$ cat config.mk
export PLATFORM = sky130hd
export DESIGN_NAME = inst_dispatch_flat
export DESIGN_NICKNAME = d
export VERILOG_FILES = /design/src/rtl/inst_dispatch_if.sv /design/src/rtl/inst_dispatch.sv /design/src/flat_wrapper.sv
export SDC_FILE = /design/constraint.sdc
export NUM_CORES = 1
export LEC_CHECK = 0
export ABC_CLOCK_PERIOD_IN_PS = 2800
export CORE_AREA = 10 10 144 106
export CTS_BUF_LIST = sky130_fd_sc_hd__clkbuf_8
export CTS_CLUSTER_DIAMETER = 30
export DETAILED_ROUTE_END_ITERATION = 8
export DIE_AREA = 0 0 154 116
export HOLD_SLACK_MARGIN = 0.15
export PLACE_DENSITY = 0.91
export SYNTH_ARGS = -nofsm -noshare
export SYNTH_HDL_FRONTEND = slang
export SYNTH_SLANG_ARGS = --single-unit
$ cat constraint.sdc
create_clock -name clk -period 2.8 [get_ports clk]
set_clock_uncertainty 0.05 [all_clocks]
set_input_delay 0.56 -clock clk [delete_from_list [all_inputs] [get_ports clk]]
set_output_delay 0.56 -clock clk [all_outputs]
set_load 0.005 [all_outputs]
$ cat src/rtl/inst_dispatch_if.sv
// inst_dispatch_if: bundle between the dispatcher and its instruction source / load / writeback controllers
// master: dispatcher view (drives launches, decoded fields, busy, inst_cnt)
// slave:  environment view (drives inst_empty, instruct, ilc_done, w2c_done)
// DISPATCH_TIMEOUT_EN adds the sticky timeout_err signal.
interface inst_dispatch_if #(
   parameter int INST_LEN   = 128,
   parameter int ADDR_LEN_D = 9,
   parameter int X_MAC      = 4
);
   logic                        inst_empty;
   logic                        inst_req;
   logic [INST_LEN-1:0]         instruct;
   logic                        ilc_start;
   logic [ADDR_LEN_D*X_MAC-1:0] ilc_st_addr;
   logic                        ilc_ispad;
   logic [8:0]                  ilc_linelen;
   logic                        ilc_done;
   logic [3:0]                  bsr_iszero;
   logic [7:0]                  bsr_buffermux;
   logic                        pec_fromfifo;
   logic                        pec_tofifo;
   logic                        w2c_start;
   logic [ADDR_LEN_D*X_MAC-1:0] w2c_st_addr;
   logic [8:0]                  w2c_linelen;
   logic                        w2c_pooled;
   logic                        pooled_type;
   logic [8:0]                  wb_st_rd_addr;
   logic [3:0]                  w2c_shift_len;
   logic [1:0]                  w2c_valid_mac;
   logic                        w2c_done;
   logic                        busy;
   logic [15:0]                 inst_cnt;
`ifdef DISPATCH_TIMEOUT_EN
   logic                        timeout_err;
`endif
   modport master (
`ifdef DISPATCH_TIMEOUT_EN
      output timeout_err,
`endif
      input  inst_empty, instruct, ilc_done, w2c_done,
      output inst_req, ilc_start, ilc_st_addr, ilc_ispad, ilc_linelen, bsr_iszero, bsr_buffermux,
             pec_fromfifo, pec_tofifo, w2c_start, w2c_st_addr, w2c_linelen, w2c_pooled, pooled_type,
             wb_st_rd_addr, w2c_shift_len, w2c_valid_mac, busy, inst_cnt
   );
   modport slave (
`ifdef DISPATCH_TIMEOUT_EN
      input  timeout_err,
`endif
      output inst_empty, instruct, ilc_done, w2c_done,
      input  inst_req, ilc_start, ilc_st_addr, ilc_ispad, ilc_linelen, bsr_iszero, bsr_buffermux,
             pec_fromfifo, pec_tofifo, w2c_start, w2c_st_addr, w2c_linelen, w2c_pooled, pooled_type,
             wb_st_rd_addr, w2c_shift_len, w2c_valid_mac, busy, inst_cnt
   );
endinterface

$ cat src/rtl/inst_dispatch.sv
// inst_dispatch: pops one instruction word at a time, latches its fields and runs load then writeback.
// Ports: clk; rst (synchronous, active-high); bus (inst_dispatch_if.master) carrying the instruction
// source handshake, load/writeback launches and completions, decoded field outputs, busy and inst_cnt.
// Optional macro DISPATCH_TIMEOUT_EN: TO_W-bit watchdog in the RUN states with sticky bus.timeout_err.
module inst_dispatch #(
   parameter int INST_LEN   = 128,
   parameter int ADDR_LEN_D = 9,
   parameter int X_MAC      = 4,
   parameter int TO_W       = 16
) (
   input logic             clk,
   input logic             rst,
   inst_dispatch_if.master bus
);
   localparam int AW = ADDR_LEN_D * X_MAC;
   typedef enum logic [2:0] {IDLE, FETCH, LATCH, ILC_RUN, W2C_RUN} state_t;
   state_t state;
   logic   w2c_back;
   logic   ilc_pend;
   logic   unused_bits;
`ifdef DISPATCH_TIMEOUT_EN
   logic [TO_W-1:0] to_cnt;
`endif
   assign unused_bits = ^bus.instruct[INST_LEN-1:123];
   assign bus.busy = (state != IDLE);
   always_ff @(posedge clk) begin
      if (rst) begin
         state              <= IDLE;
         w2c_back           <= 1'b0;
         ilc_pend           <= 1'b0;
         bus.inst_req       <= 1'b0;
         bus.ilc_start      <= 1'b0;
         bus.ilc_st_addr    <= '0;
         bus.ilc_ispad      <= 1'b0;
         bus.ilc_linelen    <= '0;
         bus.bsr_iszero     <= '0;
         bus.bsr_buffermux  <= 8'b11100100;
         bus.pec_fromfifo   <= 1'b0;
         bus.pec_tofifo     <= 1'b1;
         bus.w2c_start      <= 1'b0;
         bus.w2c_st_addr    <= '0;
         bus.w2c_linelen    <= '0;
         bus.w2c_pooled     <= 1'b0;
         bus.pooled_type    <= 1'b0;
         bus.wb_st_rd_addr  <= '0;
         bus.w2c_shift_len  <= '0;
         bus.w2c_valid_mac  <= '0;
         bus.inst_cnt       <= '0;
`ifdef DISPATCH_TIMEOUT_EN
         to_cnt             <= '0;
         bus.timeout_err    <= 1'b0;
`endif
      end else begin
         bus.inst_req  <= 1'b0;
         bus.ilc_start <= 1'b0;
         bus.w2c_start <= 1'b0;
         case (state)
            IDLE: if (!bus.inst_empty) begin
               bus.inst_req <= 1'b1;
               state        <= FETCH;
            end
            FETCH: state <= LATCH;
            LATCH: begin
               bus.ilc_st_addr   <= bus.instruct[AW-1:0];
               bus.ilc_ispad     <= bus.instruct[36];
               bus.ilc_linelen   <= bus.instruct[45:37];
               bus.bsr_iszero    <= bus.instruct[49:46];
               bus.bsr_buffermux <= bus.instruct[57:50];
               bus.pec_fromfifo  <= bus.instruct[58];
               bus.pec_tofifo    <= bus.instruct[59];
               w2c_back          <= bus.instruct[60];
               bus.w2c_st_addr   <= bus.instruct[61 +: AW];
               bus.w2c_linelen   <= bus.instruct[105:97];
               bus.w2c_pooled    <= bus.instruct[106];
               bus.pooled_type   <= bus.instruct[107];
               bus.wb_st_rd_addr <= bus.instruct[116:108];
               bus.w2c_shift_len <= bus.instruct[120:117];
               bus.w2c_valid_mac <= bus.instruct[122:121];
               if (bus.instruct[45:37] != '0) begin
                  state    <= ILC_RUN;
                  ilc_pend <= 1'b1;
               end else if (bus.instruct[60]) begin
                  state         <= W2C_RUN;
                  bus.w2c_start <= 1'b1;
               end else begin
                  state        <= IDLE;
                  bus.inst_cnt <= bus.inst_cnt + 1'b1;
               end
            end
            // The load launch fires on the cycle after entry, once the latched fields are on the outputs.
            ILC_RUN: begin
               ilc_pend      <= 1'b0;
               bus.ilc_start <= ilc_pend;
               if (bus.ilc_done) begin
                  if (w2c_back) begin
                     state         <= W2C_RUN;
                     bus.w2c_start <= 1'b1;
                  end else begin
                     state        <= IDLE;
                     bus.inst_cnt <= bus.inst_cnt + 1'b1;
                  end
               end
            end
            W2C_RUN: if (bus.w2c_done) begin
               state        <= IDLE;
               bus.inst_cnt <= bus.inst_cnt + 1'b1;
            end
            default: state <= IDLE;
         endcase
`ifdef DISPATCH_TIMEOUT_EN
         // Any exit from a RUN state restarts the count; expiry overrides the case above.
         if (!(state == ILC_RUN && !bus.ilc_done) && !(state == W2C_RUN && !bus.w2c_done))
            to_cnt <= '0;
         else if (to_cnt == '1) begin
            state           <= IDLE;
            to_cnt          <= '0;
            ilc_pend        <= 1'b0;
            bus.ilc_start   <= 1'b0;
            bus.timeout_err <= 1'b1;
         end else
            to_cnt <= to_cnt + 1'b1;
`endif
      end
   end
endmodule

$ cat src/flat_wrapper.sv
// flat-port wrapper written by rule: the top's interface ports become plain ports
module inst_dispatch_flat 
#(
   parameter int INST_LEN   = 128,
   parameter int ADDR_LEN_D = 9,
   parameter int X_MAC      = 4,
   parameter int TO_W       = 16
)
  (clk, rst, bus_inst_empty, bus_instruct, bus_ilc_done, bus_w2c_done, bus_inst_req, bus_ilc_start, bus_ilc_st_addr, bus_ilc_ispad, bus_ilc_linelen, bus_bsr_iszero, bus_bsr_buffermux, bus_pec_fromfifo, bus_pec_tofifo, bus_w2c_start, bus_w2c_st_addr, bus_w2c_linelen, bus_w2c_pooled, bus_pooled_type, bus_wb_st_rd_addr, bus_w2c_shift_len, bus_w2c_valid_mac, bus_busy, bus_inst_cnt);
  inst_dispatch_if #(.INST_LEN(INST_LEN), .ADDR_LEN_D(ADDR_LEN_D), .X_MAC(X_MAC)) bus_i ();
  input logic clk;
  input logic rst;
  input wire logic [$bits(bus_i.inst_empty)-1:0] bus_inst_empty;
  input wire logic [$bits(bus_i.instruct)-1:0] bus_instruct;
  input wire logic [$bits(bus_i.ilc_done)-1:0] bus_ilc_done;
  input wire logic [$bits(bus_i.w2c_done)-1:0] bus_w2c_done;
  output wire logic [$bits(bus_i.inst_req)-1:0] bus_inst_req;
  output wire logic [$bits(bus_i.ilc_start)-1:0] bus_ilc_start;
  output wire logic [$bits(bus_i.ilc_st_addr)-1:0] bus_ilc_st_addr;
  output wire logic [$bits(bus_i.ilc_ispad)-1:0] bus_ilc_ispad;
  output wire logic [$bits(bus_i.ilc_linelen)-1:0] bus_ilc_linelen;
  output wire logic [$bits(bus_i.bsr_iszero)-1:0] bus_bsr_iszero;
  output wire logic [$bits(bus_i.bsr_buffermux)-1:0] bus_bsr_buffermux;
  output wire logic [$bits(bus_i.pec_fromfifo)-1:0] bus_pec_fromfifo;
  output wire logic [$bits(bus_i.pec_tofifo)-1:0] bus_pec_tofifo;
  output wire logic [$bits(bus_i.w2c_start)-1:0] bus_w2c_start;
  output wire logic [$bits(bus_i.w2c_st_addr)-1:0] bus_w2c_st_addr;
  output wire logic [$bits(bus_i.w2c_linelen)-1:0] bus_w2c_linelen;
  output wire logic [$bits(bus_i.w2c_pooled)-1:0] bus_w2c_pooled;
  output wire logic [$bits(bus_i.pooled_type)-1:0] bus_pooled_type;
  output wire logic [$bits(bus_i.wb_st_rd_addr)-1:0] bus_wb_st_rd_addr;
  output wire logic [$bits(bus_i.w2c_shift_len)-1:0] bus_w2c_shift_len;
  output wire logic [$bits(bus_i.w2c_valid_mac)-1:0] bus_w2c_valid_mac;
  output wire logic [$bits(bus_i.busy)-1:0] bus_busy;
  output wire logic [$bits(bus_i.inst_cnt)-1:0] bus_inst_cnt;
  assign bus_i.inst_empty = bus_inst_empty;
  assign bus_i.instruct = bus_instruct;
  assign bus_i.ilc_done = bus_ilc_done;
  assign bus_i.w2c_done = bus_w2c_done;
  assign bus_inst_req = bus_i.inst_req;
  assign bus_ilc_start = bus_i.ilc_start;
  assign bus_ilc_st_addr = bus_i.ilc_st_addr;
  assign bus_ilc_ispad = bus_i.ilc_ispad;
  assign bus_ilc_linelen = bus_i.ilc_linelen;
  assign bus_bsr_iszero = bus_i.bsr_iszero;
  assign bus_bsr_buffermux = bus_i.bsr_buffermux;
  assign bus_pec_fromfifo = bus_i.pec_fromfifo;
  assign bus_pec_tofifo = bus_i.pec_tofifo;
  assign bus_w2c_start = bus_i.w2c_start;
  assign bus_w2c_st_addr = bus_i.w2c_st_addr;
  assign bus_w2c_linelen = bus_i.w2c_linelen;
  assign bus_w2c_pooled = bus_i.w2c_pooled;
  assign bus_pooled_type = bus_i.pooled_type;
  assign bus_wb_st_rd_addr = bus_i.wb_st_rd_addr;
  assign bus_w2c_shift_len = bus_i.w2c_shift_len;
  assign bus_w2c_valid_mac = bus_i.w2c_valid_mac;
  assign bus_busy = bus_i.busy;
  assign bus_inst_cnt = bus_i.inst_cnt;
  inst_dispatch #(.INST_LEN(INST_LEN), .ADDR_LEN_D(ADDR_LEN_D), .X_MAC(X_MAC), .TO_W(TO_W)) u_core (.clk(clk), .rst(rst), .bus(bus_i));
endmodule
[Word level (Yosys, flattened, before mapping)]
Cells that the tools add are included.
Word-level totals
  latch bits: 0
  bits in writable memories: 0
  memory bits (read-only): 0
  word-level logic and storage cells: 66
  output and inout port bits: 142
  bits of input ports: 133
  memories: 0
  flip-flop bits (word level): 146
Cells by class
  reduce and logical (&&, ||, !) cells: 10
  $mul: 0
  shifts and indexed selects: 0
  bitwise logic cells: 2
  muxes and demuxes: 21
  equality and inequality tests: 11
  magnitude comparators: 0
  add/subtract/negate cells: 1
  div/mod/pow operators: 0
Operators with widths (number)
  $mux 16: 5
  $pmux 16 s3: 1
  $mux 3: 6
  $add 16x1->16 const B: 1
  $pmux 3 s5: 1
  $ne 2x2->1 const B: 6
  $reduce_bool 9->1: 1
  $eq 3x2->1 const B: 2
  $mux 1: 6
  $reduce_and 6->1: 1
  $reduce_bool 3->1: 2
  $pmux 1 s2: 2
  $reduce_or 2->1: 2
  $eq 3x1->1 const B: 1
  $eq 3x3->1 const B: 1
  $logic_not 3->1: 1
  $reduce_and 3->1: 1
  $ne 2x1->1 const B: 1
  $not 1->1: 2
  $reduce_and 2->1: 1
  $reduce_bool 2->1: 1

[Logic depth before layout (Yosys ltp)]
Gate-level depths: netlist (run 1).
  depth in word-level cells: 4
  depth in mapped cells: 8
  gate-level depth less buffers: 5

[Worst setup path after synthesis (run 1)]
Ideal clock, no wire load.
  kind: in2reg
  start point: in bus_instruct[45]
  end point: reg u_core.bus.inst_cnt[14] (netlist bit)
  cell stages on the path: 6
  arrival time: 1.836 ns
  library setup time: 0.128 ns
  slack: 0.787 ns
  path buffers: 1
  cell sequence: nor3_1 a41oi_4 buf_6 a2111oi_4 xnor2_1 nor2_1
On the way
  word-level cells in the longest chain between the ends: 3
RTL lines
  from (decl): RTL line flat_wrapper.sv:14  | input wire logic [$bits(bus_i.instruct)-1:0] bus_instruct;
  $reduce_bool 9->1: RTL line inst_dispatch.sv:79  | if (bus.instruct[45:37] != '0) begin
  $ne 2x2->1 (no source line)
  $reduce_and 6->1 (no source line)
  to (signal assigned): RTL line inst_dispatch.sv:87  | bus.inst_cnt <= bus.inst_cnt + 1'b1;
  to (signal assigned): RTL line inst_dispatch.sv:100  | bus.inst_cnt <= bus.inst_cnt + 1'b1;
  to (signal assigned): RTL line inst_dispatch.sv:106  | bus.inst_cnt <= bus.inst_cnt + 1'b1;
  to (decl): RTL line inst_dispatch_if.sv:43  | wb_st_rd_addr, w2c_shift_len, w2c_valid_mac, busy, inst_cnt
No other way between the ends.
A chain may end at the register's enable or synchronous reset.

[Worst setup path after layout (run 1)]
  start point: reg u_core.state[1]
  end point: out bus_busy
On the way
  word-level cells in the longest chain between the ends: 1
RTL lines
  from (decl): RTL line inst_dispatch.sv:17  | state_t state;
  from (signal assigned): RTL line inst_dispatch.sv:28  | state <= IDLE;
  from (signal assigned): RTL line inst_dispatch.sv:60  | state <= FETCH;
  from (signal assigned): RTL line inst_dispatch.sv:62  | FETCH: state <= LATCH;
  $reduce_bool 3->1: RTL line inst_dispatch.sv:25  | assign bus.busy = (state != IDLE);
  to (decl): RTL line flat_wrapper.sv:34  | output wire logic [$bits(bus_i.busy)-1:0] bus_busy;
No other way between the ends.

==> summary.txt, run 1 <==
Die
  • Starting density of the core: a little over two fifths
  • Die height: about 120 um
  • Total die area: 17900 um2
  • Width of the die: ~150 um
  • Ports: between 200 and 300
  • Core ar.: roughly 12000 um2
  • Placement Rows: 34

Pwr
  • Pleak: 2.98 nW
  • Cell Pwr Density: 574 nW/um2
  • Worst VDD drop: between 0.3 and 0.4 mV

Synth
  • Cells after Synth: 661
  • Number of synthesized flops with an enable pin: 0
  • Post-synth top area cell: dfxtp_1
  • Top-area cell type share of the netlist area: roughly 54%
  • #FFs+latches synth: between 100 and 150
  • YS warnings: 0
  • Most common cell in the netlist: nand2_1
  • Synth Cell Area: 5410 um2
  • Average size of a mapped cell: between 8 and 9 um2
  • FFs w/ async S/R, synth: 0%
  • Complex-gate fraction of the synthesized area: 16.0%
  • Area contributors post-synth: dfxtp_1 54%, nand2_1 18%, a21oi_1 11%
  • Syn Nets: 795
  • Post-Synth Simple-Gate Area: a little under a quarter
  • Seq/Total Area, Yosys: 54.0%
  • Post-synth top flop: dfxtp_1
  • XOR/XNOR Fraction of Synth Area: 2.43%
  • Post-synthesis adder-cell area fraction: less than 1%
  • Main combinational cell family by area after synthesis: simple AND/OR/NAND/NOR gates
  • Synth unique cells: 34
  • Mux share of post-synthesis cell area: 0.370%
  • Commonest cells post-synth: 253 x nand2_1, 146 x dfxtp_1, 123 x a21oi_1, 31 x clkbuf_1, 19 x nor2_1

Global route
  • Total grt overflow: 0
  • Gr usage total: 19.5%
  • Number of global-route vias before repair: roughly 5300
  • Initial antenna violation count: 0
  • Largest net degree at the start of global routing: 69
  • First-pass GRT wire length: 28300 um

Worst setup path
  • Crit start category: register
  • Max incr delay on CP: 0.48 ns
  • Max FO, Critical Path: 5
  • Worst Path Arrival: 1.67 ns
  • Top Family by Delay on Critical Path: buffers and inverters
  • Required time of the critical path: 2.19 ns
  • Worst Setup End Kind: output port
  • Slowest-stage cell, CP: clkdlybuf4s50_1
  • CP Launch Point: u_core.state[1]
  • WS Path Type: register to output port
  • Cell chain of the critical path: or3_1, clkdlybuf4s50_1
  • Worst path buffer plus inverter count: 1
  • Critical R2R Launch: u_core.state[1]

Final layout
  • Design Area, Final: 8700 um2
  • Multi-input gate area: about 2300 um2
  • Fin util: 70.3%
  • Diodes inserted: 0
  • # fillers: ~950
  • Layout cells sized above 1: 5.85%
  • Storage cell area: 2920 um2
  • Fin nets: roughly 1000
  • Area Overhead vs Synth: 60.8%

Job
  • Max-cap viol count: 0

Placement
  • GP Congestion: 0.802
  • DP Area: 8240 um2
  • Placed wire-length estimate: 13800 um
  • Port bufs: 269
  • Post-Place Worst Slack: 0.105 ns

Timing
  • Slew Viols, Final: 0
  • Post-route setup slack: 0.516 ns
  • FMAX: 438 MHz
  • Final period util: 81.6%
  • RSZ-0062 raised after global routing: false
  • Total negative slack: 0 ns
  • Minimum clock period: 2.28 ns
  • Relative slew slack: about half
  • Hold Vio Cnt, Final: 0
  • Tightest Pin Transition: approximately 0.72 ns
  • Final setup fails: 0

Route
  • DRC: 0
  • Vias: 5374
  • DR vias/cell: 4.95
  • Iteration count of the initial detailed-routing pass: 7
  • Routed WL: 18400 um
  • Wire per inst: 17.0 um
  • Post-route ant nets: 0
  • Drt first-iter violations: roughly 330

Clocking
  • CTS sink cnt: 146
  • Latest clock arrival within the worst-skew pair: 0.41 ns
  • CTS Buf Count: 17
  • Clock Pin Slew Worst Setup and Hold Paths: 0.08 ns
  • Post_cts resized: 0
  • # hold bufs at CTS: 0
  • # Post-CTS Setup Buffers: 0
  • Clock Path Buffers: 2
  • CTS tree: done
  • Root cell of the clock tree: clkbuf_8
  • H-tree depth: 4

Worst hold path
  • Hold wc startpoint: u_core.bus.ilc_st_addr[0]
  • Type of the tightest min-delay check: register to register

Outcome
  • Outcome: completed
[worst register-to-register path: cells and delay by family (launching register included)]
family | cells | cell delay, ns
simple gates | 2 | 0.42
buf+inv | 1 | 0.23
flops | 1 | 0.40
xor+xnor | 1 | 0.17
compound gates | 2 | 0.59
[power by group]
part	internal (mW)	switching [mW]	total [mW]	leakage, nW
registers	2.19	0.0582	2.25	1.19
logic	0.443	0.358	0.801	1.56
clock network	1.15	0.799	1.95	0.232
total	3.78	1.22	4.99	2.98
[cell usage in the layout (no fill, tap or decap), drive strengths merged, types with 7 or more instances in the layout]
cell / instances
a2111oi: 9
a21oi: 123
buf: 13
clkbuf: 17
clkdlybuf4s50: 268
dfxtp: 146
nand2: 253
nand3: 7
nor2: 19
xnor2: 15
[flip-flops by register name (all words and copies together) (netlist names)]
signal	count
u_core.bus.ilc_st_addr	36
u_core.bus.w2c_st_addr	36
u_core.bus.inst_cnt	16
u_core.bus.ilc_linelen	9
u_core.bus.w2c_linelen	9
u_core.bus.wb_st_rd_addr	9
u_core.bus.bsr_buffermux	8
u_core.bus.bsr_iszero	4
u_core.bus.w2c_shift_len	4
u_core.state	3
u_core.bus.w2c_valid_mac	2
u_core.bus.ilc_ispad	1
u_core.bus.ilc_start	1
u_core.bus.inst_req	1
u_core.bus.pec_fromfifo	1
u_core.bus.pec_tofifo	1
u_core.bus.pooled_type	1
u_core.bus.w2c_pooled	1
u_core.bus.w2c_start	1
u_core.ilc_pend	1
u_core.w2c_back	1
[per-stage QoR]
| stage | instances | power, mW | hold WS (ns) |
|---|---|---|---|
| after floorplan | 661 | 2.60 | 0.395 |
| after global placement | 1055 | 3.08 | 0.391 |
| after detailed placement | 1055 | 3.10 | 0.395 |
| after CTS | 1085 | 5.04 | 0.406 |
| after global routing | 1085 | 5.20 | 0.421 |
| final | 1085 | 4.99 | 0.405 |
[cells by family after synthesis]
kind of cell / count (synthesis)
AND/OR/NAND/NOR: 303
XOR/XNOR: 15
flip-flops: 146
adder cells (fa/ha/maj): 1
AO/OA/AOI/OAI: 142
multiplexers: 2
buffers and inverters: 52
[area by class of cell]
| cell class | instances | share of cell area [%] |
|---|---|---|
| repair buffers | 281 | 32.4 |
| clock inverters | 13 | 2.67 |
| multi-input cells | 463 | 26.2 |
| well taps | 162 | 2.33 |
| clock buffers | 17 | 2.69 |
| inverters | 3 | 0.129 |
| flip-flops and latches | 146 | 33.6 |
[path summary, 6_finish.rpt]
check | endpoint | slack (ns) | cells after the start
worst max-delay path | bus_busy | 0.52 | 2
worst min-delay path | u_core.bus.ilc_st_addr[0] | 0.40 | 2
worst max register to register | u_core.bus.inst_cnt[10] | 0.83 | 6
worst min register to register | u_core.bus.ilc_st_addr[0] | 0.40 | 2
[metal layers]
layer	part of all wire (%)	GRT usage, %	routed length (um)	vias up
met4	1.4	6.47	255	0
li1	-	-	-	2663
met3	9.1	7.70	1680	18
met5	0	0	0	-
met2	47	31.6	8690	201
met1	42	23.3	7810	2492
No activity file was read; power rests on OpenSTA's default activity.
==> inputs of run 2 (changes only) <==
Settings changed: ABC_CLOCK_PERIOD_IN_PS 2800 to 2350, CORE_AREA 10 10 144 106 to 10 10 149 110, DIE_AREA 0 0 154 116 to 0 0 159 120, PLACE_DENSITY 0.91 to 0.86.
Clock period 2.8 ns to 2.35 ns, I/O delays scaled along.
==> run 2 against run 1 <==
Against the previous run: largest cell class unchanged; critical path type is now input port to register; routed wire length decreased by 0.27%; count of clock-buffer cells in the layout unchanged; first-iteration DRC count decreased by 11%; global-route usage decreased by 0.99 points; non-clock buffer count increased by 7; sequential power increased by 19%; sequential share of layout area decreased by 0.24 points; setup slack got worse by 0.32 ns; clock power about the same; total power increased by 12%.
==> summary.txt, run 2 (same netlist as run 1, synthesis figures left out) <==
Final layout
  • Fin nets: 1053 (+0.67%)
  • Design Area, Final: 8770 um2 (+0.73%)
  • Largest regs: u_core.bus.ilc_st_addr x36, u_core.bus.w2c_st_addr x36, u_core.bus.inst_cnt x16
  • # fillers: 1176 (+23%)
  • Diodes inserted: 0 (unchanged)
  • Fin util: 64.7% (-5.6 points)
  • Most frequent cells in the layout: 268 x clkdlybuf4s50_1, 252 x nand2_1, 146 x dfxtp_1
  • Area Overhead vs Synth: 62.0%
  • Most common cell after layout, fill and taps aside: clkdlybuf4s50_1
  • Post-route insts no fill: 1122 (+3.4%)
  • Layout cells sized above 1: 6.55% (+0.69 points)

Route
  • DRC: 0 (unchanged)
  • Vias: 5313 (-1.1%)
  • Iteration count of the initial detailed-routing pass: 4 (-3)
  • Wire per inst: 16.4 um (-3.6%)
  • Drt first-iter violations: 292 (-11%)
  • Post-route ant nets: 0 (unchanged)
  • DR vias/cell: 4.74 (-4.4%)
  • Routed WL: 18400 um (-0.27%)

Worst setup path
  • Cell chain of the critical path: clkdlybuf4s50_1, nor4_4, a41oi_4, buf_4, a2111oi_4, xnor2_1, nor2_1
  • Max incr delay on CP: 0.46 ns (-0.02 ns)
  • Worst Setup End Kind: register
  • Top Family by Delay on Critical Path: buffers and inverters
  • Crit start category: input port
  • R2R Setup Slk: 0.43 ns (-0.40 ns)
  • WS Path Type: input port to register
  • Max FO, Critical Path: 10 (+5)
  • Worst Path Arrival: 2.41 ns (+0.74 ns)
  • Required time of the critical path: 2.60 ns (+0.41 ns)
  • Slowest-stage cell, CP: clkdlybuf4s50_1
  • Worst path buffer plus inverter count: 2 (+1)

Timing
  • Tightest Pin Transition: 0.441 ns (-0.280 ns)
  • Min Hold Slack: 0.404 ns (-0.000478 ns)
  • RSZ-0062 raised after global routing: false
  • Slew Viols, Final: 0 (unchanged)
  • Final setup fails: 0 (unchanged)
  • Final period util: between 90% and 100%
  • Relative slew slack: 70.5% (+19 points)
  • Hold Vio Cnt, Final: 0 (unchanged)
  • Minimum clock period: 2.16 ns
  • FMAX: 463 MHz

Clocking
  • CTS Buf Count: 17 (unchanged)
  • Post_cts resized: 0 (unchanged)
  • Clock Path Buffers: 2 (unchanged)
  • CTS sink cnt: 146 (unchanged)
  • Latest clock arrival within the worst-skew pair: 0.42 ns (about the same)
  • Root cell of the clock tree: clkbuf_8
  • H-tree depth: 4 (unchanged)
  • Clock Pin Slew Worst Setup and Hold Paths: 0.08 ns (about the same)
  • CTS tree: done
  • # hold bufs at CTS: 0 (unchanged)
  • # Post-CTS Setup Buffers: 0 (unchanged)

Die
  • Placement Rows: 36 (+5.9%)
  • Die height: 120 um (+3.4%)
  • Core ar.: 13600 um2 (+9.5%)
  • Ports: 275 (unchanged)
  • Starting density of the core: 39.9% (-3.8 points)
  • Width of the die: 159 um (+3.2%)
  • Total die area: 19100 um2 (+6.8%)

Placement
  • DP Area: 8380 um2 (+1.7%)
  • Port bufs: 269 (unchanged)
  • Cells after DPL: 1090 (+3.3%)
  • Placed wire-length estimate: 13900 um (+0.98%)
  • GP Congestion: 0.808 (+0.74%)

Pwr
  • Cell Pwr Density: 638 nW/um2 (+11%)
  • Pleak: 2.99 nW (+0.46%)
  • Worst VDD drop: 0.355 mV (+2.4%)
  • Total Power: 5.59 mW (+12%)

Global route
  • Total grt overflow: 0 (unchanged)
  • Number of global-route vias before repair: 5267 (-0.038%)
  • Initial antenna violation count: 0 (unchanged)
  • Largest net degree at the start of global routing: 56 (-19%)
  • Gr usage total: 18.5% (-0.99 points)
  • First-pass GRT wire length: 28900 um (+2.0%)

Job
  • Max-cap viol count: 0 (unchanged)

Worst hold path
  • Type of the tightest min-delay check: register to register

Outcome
  • Outcome: completed
-- run 2: cell count changes in the layout (fill, tap and decap cells not counted) --
cell / previous run / this run
bufinv_16: 6 / 2
buf_12: 3 / 7
buf_4: 10 / 13
clkinv_4: 2 / 0
inv_6: 2 / 4
inv_1: 3 / 5
clkinvlp_4: 1 / 6
clkinv_2: 2 / 0
inv_8: 0 / 1
-- run 2: power by group --
part           internal [mW]  total, mW  leakage, nW  switching (mW)
combinational          0.547      0.971         1.62           0.424
clock                  0.955       1.95        0.186           0.992
sequential              2.61       2.68         1.19          0.0697
-- run 2: metrics by stage --
step | worst slack, ns | TNS [ns]
after floorplan | 0.427 | 0
after global placement | -0.213 | -1.93
after detailed placement | -0.270 | -2.56
after CTS | 0.149 | 0
after global routing | 0.109 | 0
final | 0.191 | 0
-- run 2: final timing paths --
check,start,endpoint,cells past startpoint
worst max-delay path,bus_instruct[41],u_core.bus.inst_cnt[14],7
worst min-delay path,u_core.bus.ilc_st_addr[18],u_core.bus.ilc_st_addr[18],2
worst max register to register,u_core.state[0],u_core.bus.inst_cnt[14],6
worst min register to register,u_core.bus.ilc_st_addr[18],u_core.bus.ilc_st_addr[18],2
-- run 2: per-layer routing --
| layer | track usage (%) | part of all wire (%) | up-vias |
|---|---|---|---|
| met5 | 0 | 0 | - |
| met4 | 5.60 | 1.4 | 0 |
| met3 | 6.76 | 7.5 | 25 |
| met2 | 30.7 | 47 | 167 |
| met1 | 22.0 | 44 | 2443 |
| li1 | - | - | 2678 |
-- run 2: layout make-up --
cell class                      instances  area, um2  share of cell area [%]
Multi-Input combinational cell        463       2280                    26.0
Sequential cell                       146       2920                    33.3
Clock inverter                         15        159                    1.81
Clock buffer                           17        234                    2.67
Inverter                                3       11.3                   0.128
Timing Repair Buffer                  288       2920                    33.3
Tap cell                              190        238                    2.71
-- run 2: worst register-to-register path, delay by kind of cell, from the launching register on --
family | cells | cell delay [ns]
AOI/OAI and AO/OA | 2 | 0.64
DFF | 1 | 0.40
and+or+nand+nor | 1 | 0.05
xor gates and xnor gates | 1 | 0.16
buffers and inverters | 2 | 0.50
==> inputs of run 3 (changes only) <==
Settings changed: MAX_ROUTING_LAYER set to met4, PLACE_DENSITY 0.86 to 0.87.
==> run 3 against run 2 <==
Against the previous run: global-route usage grew 0.17 points; die area is the same; count of clock-buffer cells in the layout rose by 1; utilization is 0.44 points higher; sequential share of layout area down 0.23 points; maximum frequency fell by 3.2%; sequential power hardly changed; sequential cell count unchanged; non-clock buffer count unchanged.
==> summary.txt, run 3 (same netlist as run 1, synthesis figures left out) <==
Clocking
  • Clock Path Buffers: 2 (unchanged)
  • Clock Pin Slew Worst Setup and Hold Paths: 0.08 ns (about the same)
  • # hold bufs at CTS: 0 (unchanged)
  • Post_cts resized: 0 (unchanged)
  • Latest clock arrival within the worst-skew pair: 0.42 ns (about the same)
  • CTS tree: done
  • CTS sink cnt: 146 (unchanged)
  • H-tree depth: 4 (unchanged)
  • CTS Buf Count: 17 (unchanged)
  • Root cell of the clock tree: clkbuf_8
  • # Post-CTS Setup Buffers: 0 (unchanged)

Pwr
  • Cell Pwr Density: 668 nW/um2 (+4.7%)
  • Switching Fraction: 24.6% (-2.0 points)
  • Comb power frac: 16.4% (-1.0 points)
  • Worst VDD drop: 0.407 mV (+15%)
  • Pleak: 3.02 nW (+1.2%)
  • Total Power: 5.90 mW (+5.4%)
  • Internal: 4.45 mW (+8.2%)
  • Switching power total: 1.45 mW (-2.4%)
  • Clock power frac: 38.2% (+3.4 points)
  • Seq pwr share: 45.4% (-2.4 points)

Job
  • Max-cap viol count: 0 (unchanged)

Die
  • Die height: 120 um (unchanged)
  • Width of the die: 159 um (unchanged)
  • Starting density of the core: 39.9% (unchanged)
  • Placement Rows: 36 (unchanged)
  • Total die area: 19100 um2 (unchanged)
  • Ports: 275 (unchanged)
  • Core ar.: 13600 um2 (unchanged)

Placement
  • DP Area: 8380 um2 (unchanged)
  • Port bufs: 269 (unchanged)
  • Placed wire-length estimate: 13600 um (-2.5%)
  • Post-Place Worst Slack: -0.311 ns (-0.0411 ns)
  • GP Congestion: 0.857 (+6.1%)

Final layout
  • Most common cell after layout, fill and taps aside: clkdlybuf4s50_1
  • Layout cells sized above 1: 6.56% (+0.014 points)
  • Design Area, Final: 8830 um2 (+0.68%)
  • Diodes inserted: 0 (unchanged)
  • Largest regs: u_core.bus.ilc_st_addr x36, u_core.bus.w2c_st_addr x36, u_core.bus.inst_cnt x16
  • Area Overhead vs Synth: 63.1%
  • Most frequent cells in the layout: 268 x clkdlybuf4s50_1, 252 x nand2_1, 146 x dfxtp_1
  • Fin nets: 1053 (unchanged)

Worst setup path
  • Worst path buffer plus inverter count: 2 (unchanged)
  • Cell chain of the critical path: clkdlybuf4s50_1, nor4_4, a41oi_4, buf_4, a2111oi_4, xnor2_1, nor2_1
  • Worst Path Arrival: 2.47 ns (+0.06 ns)
  • Required time of the critical path: 2.60 ns (about the same)
  • Slowest-stage cell, CP: clkdlybuf4s50_1
  • Crit start category: input port
  • Max FO, Critical Path: 9 (-1)
  • WS Path Type: input port to register
  • Number of stages on the worst setup path: 7 (unchanged)
  • Top Family by Delay on Critical Path: buffers and inverters
  • Worst Setup End Kind: register
  • FF-to-FF path depth: 6 (unchanged)
  • Max incr delay on CP: 0.47 ns (about the same)

Route
  • Vias: 5341 (+0.53%)
  • Drt first-iter violations: 355 (+22%)
  • Routed WL: 18100 um (-1.5%)
  • Post-route ant nets: 0 (unchanged)
  • DR vias/cell: 4.77 (+0.71%)
  • Wire per inst: 16.2 um (-1.3%)
  • DRC: 0 (unchanged)
  • Iteration count of the initial detailed-routing pass: 4 (unchanged)

Global route
  • Number of global-route vias before repair: 5348 (+1.5%)
  • Largest net degree at the start of global routing: 75 (+34%)
  • Initial antenna violation count: 0 (unchanged)
  • Gr usage total: 18.6% (+0.17 points)
  • Total grt overflow: 0 (unchanged)
  • First-pass GRT wire length: 28400 um (-1.6%)

Timing
  • Total negative slack: 0 ns (unchanged)
  • Minimum clock period: 2.23 ns (+0.0709 ns)
  • Post-route setup slack: 0.120 ns (-0.0709 ns)
  • RSZ-0062 raised after global routing: false
  • Tightest Pin Transition: 0.451 ns (+0.00995 ns)
  • Final period util: 94.9% (+3.0 points)
  • FMAX: 448 MHz (-3.2%)
  • Min Hold Slack: 0.404 ns (-0.000378 ns)
  • Slew Viols, Final: 0 (unchanged)
  • Relative slew slack: 69.8% (-0.64 points)
  • Final setup fails: 0 (unchanged)
  • Hold Vio Cnt, Final: 0 (unchanged)

Worst hold path
  • Type of the tightest min-delay check: register to register
  • Hold Path Stages: 2 (unchanged)

Outcome
  • Outcome: completed
run 3: layer usage:
metal  wire length [um]  GRT usage (%)  up-vias
li1                   -              -     2683
met1               8180           21.9     2472
met2               8740           31.2      170
met3               1040           5.60       16
met4                152           3.70        0
met5                  0              -        -
run 3: layout make-up:
class | instances | area, um2
Clock inverter | 12 | 205
Timing Repair Buffer | 288 | 2920
Sequential cell | 146 | 2920
Clock buffer | 18 | 248
Fill cell | 1092 | 4730
Inverter | 3 | 11.3
Tap cell | 190 | 238
Multi-Input combinational cell | 463 | 2280
run 3: worst paths after layout:
kind / startpoint / endpoint / slack [ns]
worst max-delay path: bus_instruct[41] / u_core.bus.inst_cnt[14] / 0.12
worst min-delay path: u_core.bus.ilc_linelen[3] / u_core.bus.ilc_linelen[3] / 0.40
worst max register to register: u_core.state[0] / u_core.bus.inst_cnt[14] / 0.42
worst min register to register: u_core.bus.ilc_linelen[3] / u_core.bus.ilc_linelen[3] / 0.40
run 3: power by group through the flow:
stage          clock network (mW)  registers [mW]  logic [mW]
3_5_place_dp                    0            2.73       0.973
3_3_place_gp                    0            2.73       0.960
5_1_grt                      2.42            2.69        1.05
2_1_floorplan                   0            2.74       0.355
4_1_cts                      2.31            2.68       0.977
6_report                     2.25            2.68       0.968
run 3: worst reg2reg max path, stage by stage (launching register included):
cell	delay (ns)
dfxtp_1	0.40
inv_1	0.24
a41oi_4	0.26
buf_4	0.25
a2111oi_4	0.39
xnor2_1	0.17
nor2_1	0.06
run 3: metrics by stage:
stage	cells	utilization (%)
2_1_floorplan	661	-
3_3_place_gp	1090	61.8
3_5_place_dp	1090	61.8
4_1_cts	1120	65.1
5_1_grt	1120	65.1
6_report	1120	65.1
